$ cat src/rtl/rle_decompressor.sv
// Run-length expander: buffers (data, count) pairs in a small FIFO and replays each
// symbol count times over a valid/ready output. Define RLE_STATS_EN for pair/byte counters.
module rle_decompressor #(
  parameter int DATA_W     = 8,
  parameter int CNT_W      = 8,
  parameter int FIFO_DEPTH = 4
) (
  input  logic              clk,
  input  logic              rst_n,
  input  logic [DATA_W-1:0] data_in,
  input  logic [CNT_W-1:0]  count_in,
  input  logic              valid_in,
  output logic              in_ready,
  output logic [DATA_W-1:0] data_out,
  output logic              valid_out,
  input  logic              out_ready,
  output logic              overflow
`ifdef RLE_STATS_EN
  ,
  output logic [15:0]       stat_pairs,
  output logic [15:0]       stat_bytes
`endif
);

  localparam int PTR_W = $clog2(FIFO_DEPTH);

  typedef enum logic {IDLE, EMIT} state_t;

  state_t            state, state_nxt;
  logic [DATA_W-1:0] fifo_data [FIFO_DEPTH];
  logic [CNT_W-1:0]  fifo_cnt  [FIFO_DEPTH];
  logic [PTR_W-1:0]  wr_ptr, rd_ptr;
  logic [PTR_W:0]    occupancy;
  logic              fifo_full, fifo_empty;
  logic              push, pop, transfer;
  logic [CNT_W-1:0]  remaining, remaining_nxt;
  logic [DATA_W-1:0] data_nxt;
  logic              valid_nxt;

  assign fifo_full  = (occupancy == (PTR_W+1)'(FIFO_DEPTH));
  assign fifo_empty = (occupancy == '0);
  assign in_ready   = !fifo_full;
  assign push       = valid_in && in_ready && (count_in != '0);
  assign transfer   = valid_out && out_ready;

  // Storage needs no reset; only pointers and occupancy define what is valid.
  always_ff @(posedge clk) begin
    if (push) begin
      fifo_data[wr_ptr] <= data_in;
      fifo_cnt[wr_ptr]  <= count_in;
    end
  end

  always_ff @(posedge clk or negedge rst_n) begin
    if (!rst_n) begin
      wr_ptr    <= '0;
      rd_ptr    <= '0;
      occupancy <= '0;
      overflow  <= 1'b0;
    end else begin
      if (push) wr_ptr <= wr_ptr + 1'b1;
      if (pop)  rd_ptr <= rd_ptr + 1'b1;
      case ({push, pop})
        2'b10:   occupancy <= occupancy + 1'b1;
        2'b01:   occupancy <= occupancy - 1'b1;
        default: occupancy <= occupancy;
      endcase
      if (valid_in && !in_ready) overflow <= 1'b1;
    end
  end

  always_ff @(posedge clk or negedge rst_n) begin
    if (!rst_n) begin
      state     <= IDLE;
      data_out  <= '0;
      valid_out <= 1'b0;
      remaining <= '0;
    end else begin
      state     <= state_nxt;
      data_out  <= data_nxt;
      valid_out <= valid_nxt;
      remaining <= remaining_nxt;
    end
  end

  // The last byte of a run loads the next pair on the same edge so back-to-back runs have no bubble.
  always_comb begin
    state_nxt     = state;
    data_nxt      = data_out;
    valid_nxt     = valid_out;
    remaining_nxt = remaining;
    pop           = 1'b0;
    case (state)
      IDLE: begin
        if (!fifo_empty) begin
          pop           = 1'b1;
          data_nxt      = fifo_data[rd_ptr];
          remaining_nxt = fifo_cnt[rd_ptr];
          valid_nxt     = 1'b1;
          state_nxt     = EMIT;
        end
      end
      EMIT: begin
        if (transfer) begin
          if (remaining > CNT_W'(1)) begin
            remaining_nxt = remaining - 1'b1;
          end else if (!fifo_empty) begin
            pop           = 1'b1;
            data_nxt      = fifo_data[rd_ptr];
            remaining_nxt = fifo_cnt[rd_ptr];
          end else begin
            valid_nxt     = 1'b0;
            remaining_nxt = '0;
            state_nxt     = IDLE;
          end
        end
      end
      default: state_nxt = IDLE;
    endcase
  end

`ifdef RLE_STATS_EN
  always_ff @(posedge clk or negedge rst_n) begin
    if (!rst_n) begin
      stat_pairs <= '0;
      stat_bytes <= '0;
    end else begin
      if (push && stat_pairs != 16'hFFFF)     stat_pairs <= stat_pairs + 1'b1;
      if (transfer && stat_bytes != 16'hFFFF) stat_bytes <= stat_bytes + 1'b1;
    end
  end
`endif

endmodule

$ cat config.mk
export PLATFORM = sky130hd
export DESIGN_NAME = rle_decompressor
export DESIGN_NICKNAME = d
export VERILOG_FILES = /design/src/rtl/rle_decompressor.sv
export SDC_FILE = /design/constraint.sdc
export NUM_CORES = 1
export LEC_CHECK = 0
export BUFFER_PORTS_ARGS = -buffer_cell sky130_fd_sc_hd__buf_4
export CORE_MARGIN = 2
export CORE_UTILIZATION = 25
export CTS_CLUSTER_SIZE = 30
export DETAILED_ROUTE_END_ITERATION = 6
export SLEW_MARGIN = 5
export SYNTH_ARGS = -nofsm -noshare
export SYNTH_HDL_FRONTEND = slang
export SYNTH_SLANG_ARGS = --single-unit
$ cat constraint.sdc
create_clock -name clk -period 7.75 [get_ports clk]
set_clock_uncertainty 0.1 [all_clocks]
set_input_delay 0.775 -clock clk [delete_from_list [all_inputs] [get_ports clk]]
set_output_delay 0.775 -clock clk [all_outputs]
set_load 0.05 [all_outputs]
==> flow_summary.yaml <==
place:
  gp_congestion: 0.755
  post-dp-hpwl_mm: 4.60
  port_buffers: 30
clocking:
  cts_made_buffers: 9
  cts_max_path_buffers: 2
  postCtsResizedCells: 0
  cts_max_level: 3
  tritoncts: "yes"
  hold_buffers: 0
  path_clk_slew_ps: 60
  insertion_delay_ps: 340
  cts_setup_buffers: 0
  cts-root-buf: "clkbuf_16"
  clock-sinks: 90
logic_synthesis:
  yosys_warnings: 0
  yosys-top-cells-area: "edfxtp_1, dfrtp_1, mux4_2"
  synth_ff_type: "edfxtp_1"
  yosysTopAreaCellShare: 0.516
  syn-cell-area_um2: 3730
  synth_edf_count: 64
  synthTopCellsByCount: "edfxtp_1, dfrtp_1, mux4_2"
  synth.distinct_cells: 44
  yosysTopAreaCell: "edfxtp_1"
  seq_area_frac_synth: 0.690
  syn_nets: 246
  syn_inst: 218
  async_flop_share: 0.289
  syn_area_per_cell_um2: 17.1
  ys_seq_elements: 90
  synth.most_common_cell: "edfxtp_1"
critical_path:
  start_kind: "register"
  crit_fanout: 10
  critPathArrivalTime_ps: 3130
  cp.required_ps: 7910
  end_kind: "register"
  r2r_cells: 10
  worstSetupPathType: "reg2reg"
detailed_routing:
  vias: 1973
  drc: 0
  routedWlPerCell_um: 16.3
  totalWireLength_mm: 7.16
  drt_iter0_drc: 139
  via_per_inst: 4.48
  ant_nets: 0
  drt_pass1_iterations: 4
finish:
  seq_area_um2: 2570
  final_util: 0.306
  fillers: 1488
  multi_input_area_um2: 1080
  layout.nets: 279
  areaGrowthSynthToFinish_pct: 19.2
  n_antenna_cell: 0
  drive_gt1_frac: 0.293
floorplan:
  die_height_um: 126
  die_x_um: 126
  core_area_um2: 14500
  io_pins: 31
  rows: 44
  dieArea_um2: 15900
  initial_core_util: 0.256
power:
  ir_worst_vdd_mv: 0.146
  leakagePower_nw: 1.66
  power_density_nw_per_um2: 300
  power.total_w: 0.00133
sta:
  max_freq_ghz: 0.336
  rsz0062_at_grt: "false"
  layout_min_cycle_time_ps: 2970
  setup_tns_ps: 0
  worstMarginPinSlew_ps: 1110
  slew_violations: 0
  timing.hold.ws_ps: 256
  max-slew-margin-rel: 0.257
  finalHoldViolations: 0
  finalSetupViolCount: 0
  period_share: 0.384
grt:
  grt_pass1_wl_mm: 11.5
  antenna_found_initial: 0
  grt_overflow: 0
  grt_pass1_vias: 2038
  grtUsageTotal: 0.0962
  grt_max_degree: 27
status:
  status: "completed"
worst_hold_path:
  hold_class: "in2async"
run:
  drv_cap: 0
worst max-delay path: stages, from the launching register on:
cell and delay (ps):
dfrtp_1 380, or3_1 490, o41ai_4 580, nand2_4 230
inv_1 100, ha_1 170, inv_1 60, fa_1 370
xor2_1 150, nor2_1 110, xor2_1 150
cells by family (layout without fill, tap and decap cells):
logic type / Yosys count / count (layout) / share of synthesized area
compound gates: 30 / 30 / 0.0631
xor+xnor: 6 / 6 / 0.0141
fa+ha+maj: 8 / 8 / 0.0289
buf+inv: 18 / 56 / 0.0191
flops: 90 / 90 / 0.690
mux: 26 / 26 / 0.127
simple gates: 40 / 40 / 0.0578
cell type report:
type	instances	area share
Clock buffer	11	0.0524
Sequential cell	90	0.579
Timing Repair Buffer	30	0.0507
Tap cell	184	0.0518
Multi-Input combinational cell	110	0.244
Clock inverter	5	0.0138
Inverter	10	0.00845
worst paths after layout:
check | startpoint | to | slack [ps]
max in group asynchronous | rst_n | wr_ptr[0] | 7010
max reg2reg | remaining[7] | occupancy[2] | 4780
min in group clk | overflow | overflow | 390
min | rst_n | remaining[4] | 260
max | remaining[7] | occupancy[2] | 4780
min reg2reg | overflow | overflow | 390
stage by stage:
step / instances / setup slack, ps / instance area [um2]
6_report: 440 / 4780 / 4440
5_1_grt: 440 / 4550 / 4440
4_1_cts: 440 / 4770 / 4440
3_5_place_dp: 424 / 4670 / 4150
3_3_place_gp: 424 / 4730 / 4150
2_1_floorplan: 218 / 4970 / 3730
cells in the final DEF, fill, tap and decap left out, types with 3 or more instances in the layout:
master,netlist,layout
and2_1,4,4
nand2_1,5,5
o21ai_0,5,5
dfrtp_1,26,26
xnor2_1,4,4
nor4_1,3,3
clkbuf_16,0,9
ha_1,7,7
mux4_2,16,16
buf_4,0,30
o211a_1,3,3
nor2_1,9,9
mux2_2,9,9
or3_1,3,3
inv_1,10,10
nand3_1,8,8
a21oi_1,7,7
inv_6,0,3
edfxtp_1,64,64
registers in the layout, indices dropped and copies added, names as in the netlist:
| register | cells |
|---|---|
| data_out | 8 |
| fifo_cnt | 32 |
| fifo_data | 32 |
| occupancy | 3 |
| overflow | 1 |
| rd_ptr | 2 |
| remaining | 8 |
| state | 1 |
| valid_out | 1 |
| wr_ptr | 2 |
report_power, final:
group	internal, W	total [W]	switching [W]
logic	0.0000825	0.000221	0.000139
clock network	0.000253	0.000434	0.000181
registers	0.000626	0.000675	0.0000489
total	0.000962	0.00133	0.000369
layer usage:
| metal | vias up | GRT usage | part of all wire |
|---|---|---|---|
| li1 | 919 | - | - |
| met1 | 1002 | 0.127 | 0.47 |
| met2 | 44 | 0.147 | 0.47 |
| met3 | 8 | 0.0391 | 0.053 |
| met4 | 0 | 0.0252 | 0.010 |
| met5 | - | 0 | 0 |
(Power assumes the default switching activity.)
